==> config.mk <==
export PLATFORM = sky130hd
export DESIGN_NAME = axis_rr_arbiter
export DESIGN_NICKNAME = d
export VERILOG_FILES = /design/src/rtl/axis_rr_arbiter_pkg.sv /design/src/rtl/axis_rr_arbiter_pipe.sv /design/src/rtl/axis_rr_arbiter.sv
export SDC_FILE = /design/constraint.sdc
export NUM_CORES = 1
export LEC_CHECK = 0
export ABC_AREA = 1
export CAP_MARGIN = 20
export CORE_UTILIZATION = 38
export DETAILED_ROUTE_END_ITERATION = 16
export GPL_ROUTABILITY_DRIVEN = 1
export PLACE_DENSITY = 0.78
export SETUP_SLACK_MARGIN = 0.1
export SLEW_MARGIN = 30
export SYNTH_ARGS = -nofsm -noshare
export SYNTH_HDL_FRONTEND = slang
export SYNTH_HIERARCHICAL = 1
export SYNTH_SLANG_ARGS = --single-unit
==> constraint.sdc <==
create_clock -name clk -period 1.9 [get_ports clk]
set_clock_uncertainty 0.15 [all_clocks]
set_input_delay 0.19 -clock clk [delete_from_list [all_inputs] [get_ports clk]]
set_output_delay 0.19 -clock clk [all_outputs]
set_load 0.05 [all_outputs]
==> src/rtl/axis_rr_arbiter_pkg.sv <==
// Shared types and helpers for the AXI-Stream round-robin arbiter.
//   arb_state_e : arbiter FSM states (IDLE, LOCK)
//   rr_first()  : first requester with req set, searching upward from ptr
//                 and wrapping at n-1 (supports up to RR_MAX_N requesters)
package axis_rr_arbiter_pkg;

    typedef enum logic {
        IDLE = 1'b0,
        LOCK = 1'b1
    } arb_state_e;

    localparam int unsigned RR_MAX_N = 8;
    localparam int unsigned RR_IDX_W = 3;

    // Rotating priority search; returns ptr when no request is set.
    function automatic logic [RR_IDX_W-1:0] rr_first(
        input logic [RR_MAX_N-1:0] req,
        input logic [RR_IDX_W-1:0] ptr,
        input int unsigned         n
    );
        logic [RR_IDX_W-1:0] sel;
        logic                found;
        int unsigned         idx;
        sel   = ptr;
        found = 1'b0;
        for (int unsigned k = 0; k < RR_MAX_N; k++) begin
            idx = (32'(ptr) + k) % n;
            if (!found && (k < n) && req[RR_IDX_W'(idx)]) begin
                sel   = RR_IDX_W'(idx);
                found = 1'b1;
            end
        end
        return sel;
    endfunction

endpackage

==> src/rtl/axis_rr_arbiter_pipe.sv <==
// Single-entry register slice for the arbiter output.
//   clk, reset          : clock, asynchronous active-high reset
//   di_valid, di_data   : beat to load (loaded when di_hold is low)
//   di_hold             : slice full and downstream stalled
//   do_valid, do_data   : registered output beat
//   do_ready            : downstream ready
module axis_rr_arbiter_pipe #(
    parameter int unsigned W = 8
) (
    input  logic         clk,
    input  logic         reset,
    input  logic         di_valid,
    input  logic [W-1:0] di_data,
    output logic         di_hold,
    output logic         do_valid,
    output logic [W-1:0] do_data,
    input  logic         do_ready
);

    logic         valid_q;
    logic [W-1:0] data_q;

    assign di_hold  = valid_q & ~do_ready;
    assign do_valid = valid_q;
    assign do_data  = data_q;

    // Data only changes on a load, so it holds while stalled.
    always_ff @(posedge clk or posedge reset) begin
        if (reset) begin
            valid_q <= 1'b0;
            data_q  <= '0;
        end else if (di_valid && !di_hold) begin
            valid_q <= 1'b1;
            data_q  <= di_data;
        end else if (do_ready) begin
            valid_q <= 1'b0;
        end
    end

endmodule

==> src/rtl/axis_rr_arbiter.sv <==
// Packet-level round-robin arbiter merging N AXI-Stream sources into one.
// A grant is held for a whole packet (until tlast) or force-released after
// MAX_BEATS beats, in which case the last beat is tagged tlast and err_long
// pulses.
//   clk, reset                  : clock, asynchronous active-high reset
//   s_axis_tvalid/tready/tlast  : per-requester handshake and end of packet
//   s_axis_tdata                : packed data, requester i at [i*DW +: DW]
//   m_axis_tvalid/tready/tlast  : merged output stream
//   m_axis_tdata, m_axis_tid    : output beat and its source index
//   err_long                    : one-cycle pulse on a forced release
module axis_rr_arbiter
    import axis_rr_arbiter_pkg::*;
#(
    parameter int unsigned N         = 4,
    parameter int unsigned DW        = 24,
    parameter int unsigned MAX_BEATS = 256
) (
    input  logic                 clk,
    input  logic                 reset,
    input  logic [N-1:0]         s_axis_tvalid,
    output logic [N-1:0]         s_axis_tready,
    input  logic [N*DW-1:0]      s_axis_tdata,
    input  logic [N-1:0]         s_axis_tlast,
    output logic                 m_axis_tvalid,
    input  logic                 m_axis_tready,
    output logic [DW-1:0]        m_axis_tdata,
    output logic                 m_axis_tlast,
    output logic [$clog2(N)-1:0] m_axis_tid,
    output logic                 err_long
);

    localparam int unsigned TID_W = $clog2(N);
    localparam int unsigned CNT_W = $clog2(MAX_BEATS) + 1;
    localparam int unsigned PW    = TID_W + 1 + DW;

    arb_state_e         state_q, state_d;
    logic [TID_W-1:0]   gnt_q, gnt_d;
    logic [TID_W-1:0]   rr_ptr_q, rr_ptr_d;
    logic [CNT_W-1:0]   cnt_q, cnt_d;
    logic               err_q, err_d;

    logic               di_hold;
    logic               out_ready;
    logic               cur_valid;
    logic               cur_last;
    logic [DW-1:0]      cur_data;
    logic [TID_W-1:0]   gnt_nxt;
    logic               beat_acc;
    logic               force_rel;
    logic               beat_last;
    logic [PW-1:0]      pipe_di;
    logic [PW-1:0]      pipe_do;

    // Selected requester's lane and the next round-robin winner.
    assign out_ready = ~di_hold;
    assign cur_valid = s_axis_tvalid[gnt_q];
    assign cur_last  = s_axis_tlast[gnt_q];
    assign cur_data  = DW'(s_axis_tdata >> (32'(gnt_q) * DW));
    assign gnt_nxt   = TID_W'(rr_first(RR_MAX_N'(s_axis_tvalid), RR_IDX_W'(rr_ptr_q), N));

    // Force a release on the MAX_BEATS-th beat of an unterminated packet.
    assign beat_acc  = (state_q == LOCK) && cur_valid && out_ready;
    assign force_rel = !cur_last && (cnt_q == CNT_W'(MAX_BEATS - 1));
    assign beat_last = cur_last | force_rel;

    // Next-state and ready generation.
    always_comb begin
        state_d       = state_q;
        gnt_d         = gnt_q;
        rr_ptr_d      = rr_ptr_q;
        cnt_d         = cnt_q;
        err_d         = 1'b0;
        s_axis_tready = '0;
        case (state_q)
            IDLE: begin
                if (|s_axis_tvalid) begin
                    gnt_d   = gnt_nxt;
                    cnt_d   = '0;
                    state_d = LOCK;
                end
            end
            LOCK: begin
                s_axis_tready[gnt_q] = out_ready;
                if (beat_acc) begin
                    cnt_d = cnt_q + CNT_W'(1);
                    if (beat_last) begin
                        state_d  = IDLE;
                        rr_ptr_d = (gnt_q == TID_W'(N - 1)) ? '0 : gnt_q + TID_W'(1);
                        err_d    = force_rel;
                    end
                end
            end
            default: state_d = IDLE;
        endcase
    end

    // State registers.
    always_ff @(posedge clk or posedge reset) begin
        if (reset) begin
            state_q  <= IDLE;
            gnt_q    <= '0;
            rr_ptr_q <= '0;
            cnt_q    <= '0;
            err_q    <= 1'b0;
        end else begin
            state_q  <= state_d;
            gnt_q    <= gnt_d;
            rr_ptr_q <= rr_ptr_d;
            cnt_q    <= cnt_d;
            err_q    <= err_d;
        end
    end

    assign err_long = err_q;

    // Output register slice carrying {tid, tlast, tdata}.
    assign pipe_di = {gnt_q, beat_last, cur_data};

    axis_rr_arbiter_pipe #(
        .W (PW)
    ) u_pipe (
        .clk      (clk),
        .reset    (reset),
        .di_valid (beat_acc),
        .di_data  (pipe_di),
        .di_hold  (di_hold),
        .do_valid (m_axis_tvalid),
        .do_data  (pipe_do),
        .do_ready (m_axis_tready)
    );

    assign {m_axis_tid, m_axis_tlast, m_axis_tdata} = pipe_do;

endmodule

# --- Word-level counts from Yosys, hierarchy flattened ---
# Index checks and enable logic that the tools add are counted.
totals:
  regBits: 43
  inputBits: 107
  elab_cells: 82
op_classes:
  addsub: 5
  n_mul: 1
  magnitude_cmp: 6
  n_eq_ne: 4
  shift: 1
  muxes: 34
  bitwise: 6
  reduce_logical: 18
ops:
  columns: ["cell", "n"]
  rows:
  - ["$shr A96 B7 Y24", 1]
  - ["$mux W1", 18]
  - ["$mux W9", 2]
  - ["$pmux W9 S2", 1]
  - ["$lt A2 B4 Y1 const B", 4]
  - ["$bmux W1 S2", 6]
  - ["$add A9 B1 Y9 const B", 1]
  - ["$eq A9 B8 Y1 const B", 1]
  - ["$logic_and A1 B1 Y1", 8]
  - ["$mux W2", 4]
  - ["$logic_not A1 Y1", 5]
  - ["$add A2 B1 Y2 const B", 2]
  - ["$add A2 B2 Y2 const B", 2]
  - ["$and A4 B4 Y4", 1]
  - ["$mul A2 B2 Y4 const B", 1]
  - ["$mux W4", 1]
  - ["$reduce_and A2 Y1", 2]
  - ["$reduce_or A4 Y1", 1]
  - ["$lt A2 B3 Y1 const B", 1]
  - ["$not A1 Y1", 3]
  - ["$reduce_and A3 Y1", 1]
  - ["$demux W1 S2", 1]
  - ["$eq A2 B2 Y1 const B", 1]
  - ["$ge A2 B1 Y1 const B", 1]
  - ["other kinds (6)", 6]

# --- Logic depth before layout (Yosys ltp) ---
logic_depth:
  depth_word: 12
  ltp_mapped: 13

# --- Modules after synthesis ---
# Netlist, hierarchy kept.
modules_own_cells:
  columns: ["module", "instances", "cells_per_inst", "area_per_inst_um2", "seq_area_each_um2"]
  rows:
  - ["axis_rr_arbiter", 1, 303, 1803.0, 375.4]
  - ["axis_rr_arbiter_pipe", 1, 123, 1206.2, 700.7]

# --- Least setup slack after synthesis ---
# No wires, ideal clock.
synth_timing:
  path_type: "flip-flop to output port"
  start: "register u_pipe.valid_q (netlist: u_pipe/do_valid)"
  end: "output port s_axis_tready[0]"
  t_arrival_ns: 1.948
  required_ns: 1.560
  path_slack_ns: -0.388
  stages_incl_launch_ff: 7
  n_path_buf: 1
  path_cell_list: "dfrtp_1 > nand2_4 > buf_2 > inv_1 > nor2_1 > inv_1 > nor2_1"
synth_via:
  elab_chain_len: 4
synth_lines:
  columns: ["element", "line_no", "text"]
  rows:
  - ["start: declaration", "axis_rr_arbiter_pipe.sv:20", "logic valid_q;"]
  - ["start signal: assignment", "axis_rr_arbiter_pipe.sv:30", "valid_q <= 1'b0;"]
  - ["start signal: assignment", "axis_rr_arbiter_pipe.sv:33", "valid_q <= 1'b1;"]
  - ["start signal: assignment", "axis_rr_arbiter_pipe.sv:36", "valid_q <= 1'b0;"]
  - ["$and A1 B1 Y1", "axis_rr_arbiter_pipe.sv:23", "assign di_hold = valid_q & ~do_ready;"]
  - ["named net di_hold", "axis_rr_arbiter.sv:42", "logic di_hold;"]
  - ["$not A1 Y1", "axis_rr_arbiter.sv:55", "assign out_ready = ~di_hold;"]
  - ["$and A4 B4 Y4 (no source line)", null, null]
  - ["$mux W4", "axis_rr_arbiter.sv:74", "case (state_q)"]
  - ["end: declaration", "axis_rr_arbiter.sv:21", "output logic [N-1:0] s_axis_tready,"]
# The timed path passes the listed nets, and every way through them passes these cells.

# --- Final worst setup path ---
layout_timing:
  start: "register gnt_q[0]"
  end: "output port s_axis_tready[0]"
layout_via:
  elab_chain_len: 6
  elab_cells_between_ends: 7
  cone_classes: "order compare (2); mux (3); bitwise (1); reduce/logical (1)"
layout_lines:
  columns: ["element", "line_no", "text"]
  rows:
  - ["start: declaration", "axis_rr_arbiter.sv:37", "logic [TID_W-1:0] gnt_q, gnt_d;"]
  - ["start signal: assignment", "axis_rr_arbiter.sv:107", "gnt_q <= gnt_d;"]
  - ["$lt A2 B3 Y1 (implied by the code) or $ge A2 B1 Y1 (tied branches)", "axis_rr_arbiter.sv:83", "s_axis_tready[gnt_q] = out_ready;"]
  - ["$logic_and A1 B1 Y1 (implied by the code)", "axis_rr_arbiter.sv:83", null]
  - ["$mux W1 (implied by the code)", "axis_rr_arbiter.sv:83", null]
  - ["$demux W1 S2 *", "axis_rr_arbiter.sv:83", null]
  - ["$and A4 B4 Y4 (no source line) *", null, null]
  - ["$mux W4 *", "axis_rr_arbiter.sv:74", null]
# Every way passes the cells marked *; elsewhere a longest branch is shown, timed or not.

==> metrics <==
status complete, no violations; CP Max Fanout 13; Crit path largest cell delay 0.48 ns; dpl hpwl 7240 um; post-synthesis sequential area ratio 35.8%; Synth Cell Area 3010 um2; synthesized instance count 426; total wire length between 10000 and 15000 um; CP startpoint gnt_q[0]$_DFFE_PP0P_; max-cap violation count 0; Post-synth EDFFs 0; relative slew slack 58.5%; I/O pin cnt 140; Final setup viols 0; final hold viol count 0; reg2reg start cnt_q[1]$_DFFE_PP0P_; busiest layer in global routing met2; gr usage total 23.3%; drt drc 0; Syn. warnings 6; setup TNS 0 ns; syn_area_per_cell 7.06 um2; Final Slew Violations 0; largest delay contributor family on the critical path flip-flops; Avg WL per Cell 14.9 um; Clock Tree Buf Depth 2; DRT Pass-1 Iters 4; CP required 1.56 ns; Congestion Overflow GR 0; top-count cell post-synth nand2_1; H-tree depth 2; Skew-Pair Late Insertion Delay 0.30 ns; number of distinct library cells after synthesis 32; Row Count 32; WP buf/inv 3; pwr/cell area between 1500 and 2000 nW/um2; diode count 0; CTS Hold Bufs 0; leak pwr between 2 and 2.5 nW; critical path arrival approximately 1.4 ns; total number of vias 3493; first-pass GRT wire length 15500 um; crit path cell chain inv_4 -> ha_1 -> inv_1 -> nor2_4 -> buf_4; largest net degree at the start of global routing 46; Worst setup EP type output port; GR Util met3 5.70%; Tcrit/Tclk final 93.9%; worst-margin pin slew 0.621 ns; Die Span Y 91.0 um; RSZ-0062 raised after global routing yes; Worst VDD drop 0.000796 V; Final GP Congestion 0.842; Via density 5.21; Max Fclk 561 MHz; main flop type after synthesis dfrtp_1; Final Non-Filler Cells 670; met2 Track Usage GR 41.6%; Initial Utilization 39.1%; Fillers 704; async set or reset register ratio after synthesis 100%; die area 8280 um2; final-stage net count just under 700; Die Wd 91.0 um; Clk Tree Root Cell clkbuf_8; worst hold slack 0.134 ns; total design power approximately 7.4 mW; commonest cells in the netlist 112 x nand2_1, 68 x nor2_1, 59 x o21ai_0, 43 x dfrtp_1, 30 x nand3_1; initial antenna violation count 0; Worst Setup Start Kind register; Critical-path top delay cell dfrtp_2; #FFs+latches synth 43; Worst-path clk slew 0.08 ns; port bufs approximately 140; Core ar. 7690 um2; routing usage on met1 27.1%; WS Path Type reg -> out; Area Overhead vs Synth 55.2%; min Tclk post-route between 1.5 and 2 ns; Synthesized Nets 539; most area-consuming cells after synthesis dfrtp_1 36%, nand2_1 14%, o21ai_0 9.8%; clock sink count 43; Initial DRC Count 135; proportion of netlist area held by the largest area contributor a little over a third; Routed Antenna Nets 0; Hold Crit Class in -> async; Synth area leader dfrtp_1; Post-Place Cells 655; share of layout cells above drive strength 1 roughly 15%; vias in the first global route approximately 3300; CTS tree done; TritonCTS buffer count 5
-- state kept, by name, indices dropped and copies added, names as in the netlist --
register,count
cnt_q,9
err_long,1
gnt_q,2
rr_ptr_q,2
state_q,1
u_pipe/do_data,27
u_pipe/do_valid,1
-- path summary, 6_finish.rpt --
path                                                  end  slack, ns  cells past startpoint
setup / recovery                         s_axis_tready[0]       0.12                      5
hold / removal             u_pipe/do_data[14]$_DFFE_PP0P_       0.13                      3
setup reg to reg                  rr_ptr_q[0]$_DFFE_PP0P_       0.12                      8
hold reg to reg            u_pipe/do_data[16]$_DFFE_PP0P_       0.32                      2
max in group asynchronous            gnt_q[0]$_DFFE_PP0P_       1.02                      2
min in group clk           u_pipe/do_data[16]$_DFFE_PP0P_       0.32                      2
-- metrics by stage --
step / utilization [%] / instance area (um2) / setup slack, ns
after floorplan: - / 3060 / 0.0496
after global placement: 58.5 / 4500 / 0.0293
after detailed placement: 58.5 / 4500 / -0.0127
after CTS: 59.5 / 4580 / 0.100
after global routing: 60.7 / 4670 / 0.0456
final: 60.7 / 4670 / 0.116
-- layer usage --
| metal | share of wire (%) | vias to the layer above |
|---|---|---|
| met5 | 0 | - |
| met3 | 6.6 | 20 |
| met1 | 42 | 1646 |
| met2 | 49 | 142 |
| met4 | 2.6 | 0 |
| li1 | - | 1685 |
-- where the power goes --
group	switching [mW]	internal [mW]	total (mW)
Clock	0.319	0.257	0.577
Sequential	0.312	1.31	1.62
Combinational	3.51	1.72	5.23
Total	4.14	3.28	7.42
-- layout by cell type, fill, tap and decap left out, types with 3 or more instances in the layout --
cell and count:
nand2_1 112, clkdlybuf4s50_1 106, nor2_1 63, o21ai_0 58, dfrtp_1 38, nand3_1 30
buf_4 28, o22ai_1 25, dlygate4sd2_1 20, inv_1 13, nand3_2 10, inv_2 6
clkbuf_8 5, dfrtp_2 5, inv_4 4, nor2_4 4, ha_1 4, o21ai_1 3
nand2_4 3
-- final cells by class --
| cell class | instances | area [um2] | area share, % |
|---|---|---|---|
| clock buffers | 6 | 72.6 | 1.55 |
| clock inverters | 2 | 12.5 | 0.268 |
| inverters | 25 | 114 | 2.44 |
| multi-input cells | 333 | 1740 | 37.2 |
| flip-flops and latches | 43 | 1080 | 23.2 |
| well taps | 102 | 128 | 2.73 |
| repair buffers | 159 | 1520 | 32.6 |
-- worst reg2reg max path, delay by kind of cell, from the launching register on --
kind                     cells  cell delay, ns
flip-flops                   1            0.41
adder cells (fa/ha/maj)      2            0.40
AND/OR/NAND/NOR              2            0.37
AO/OA/AOI/OAI                2            0.27
buffers and inverters        2            0.09
-- what timing repair did --
item	CTS	global route
setup buffers	0	7
endpoints found under the setup margin	27	11
pin swaps	3	5
resized for setup	25	14
-- logic make-up (layout without fill, tap and decap cells) --
logic type	after synthesis	after routing	share of synthesized area, %
and+or+nand+nor	231	231	34.3
AOI/OAI and AO/OA	92	92	17.4
buffers and inverters	50	192	8.90
DFF	43	43	35.8
adders and majority gates	6	6	2.49
xor gates and xnor gates	4	4	1.16
No activity file was read; power rests on OpenSTA's default activity.
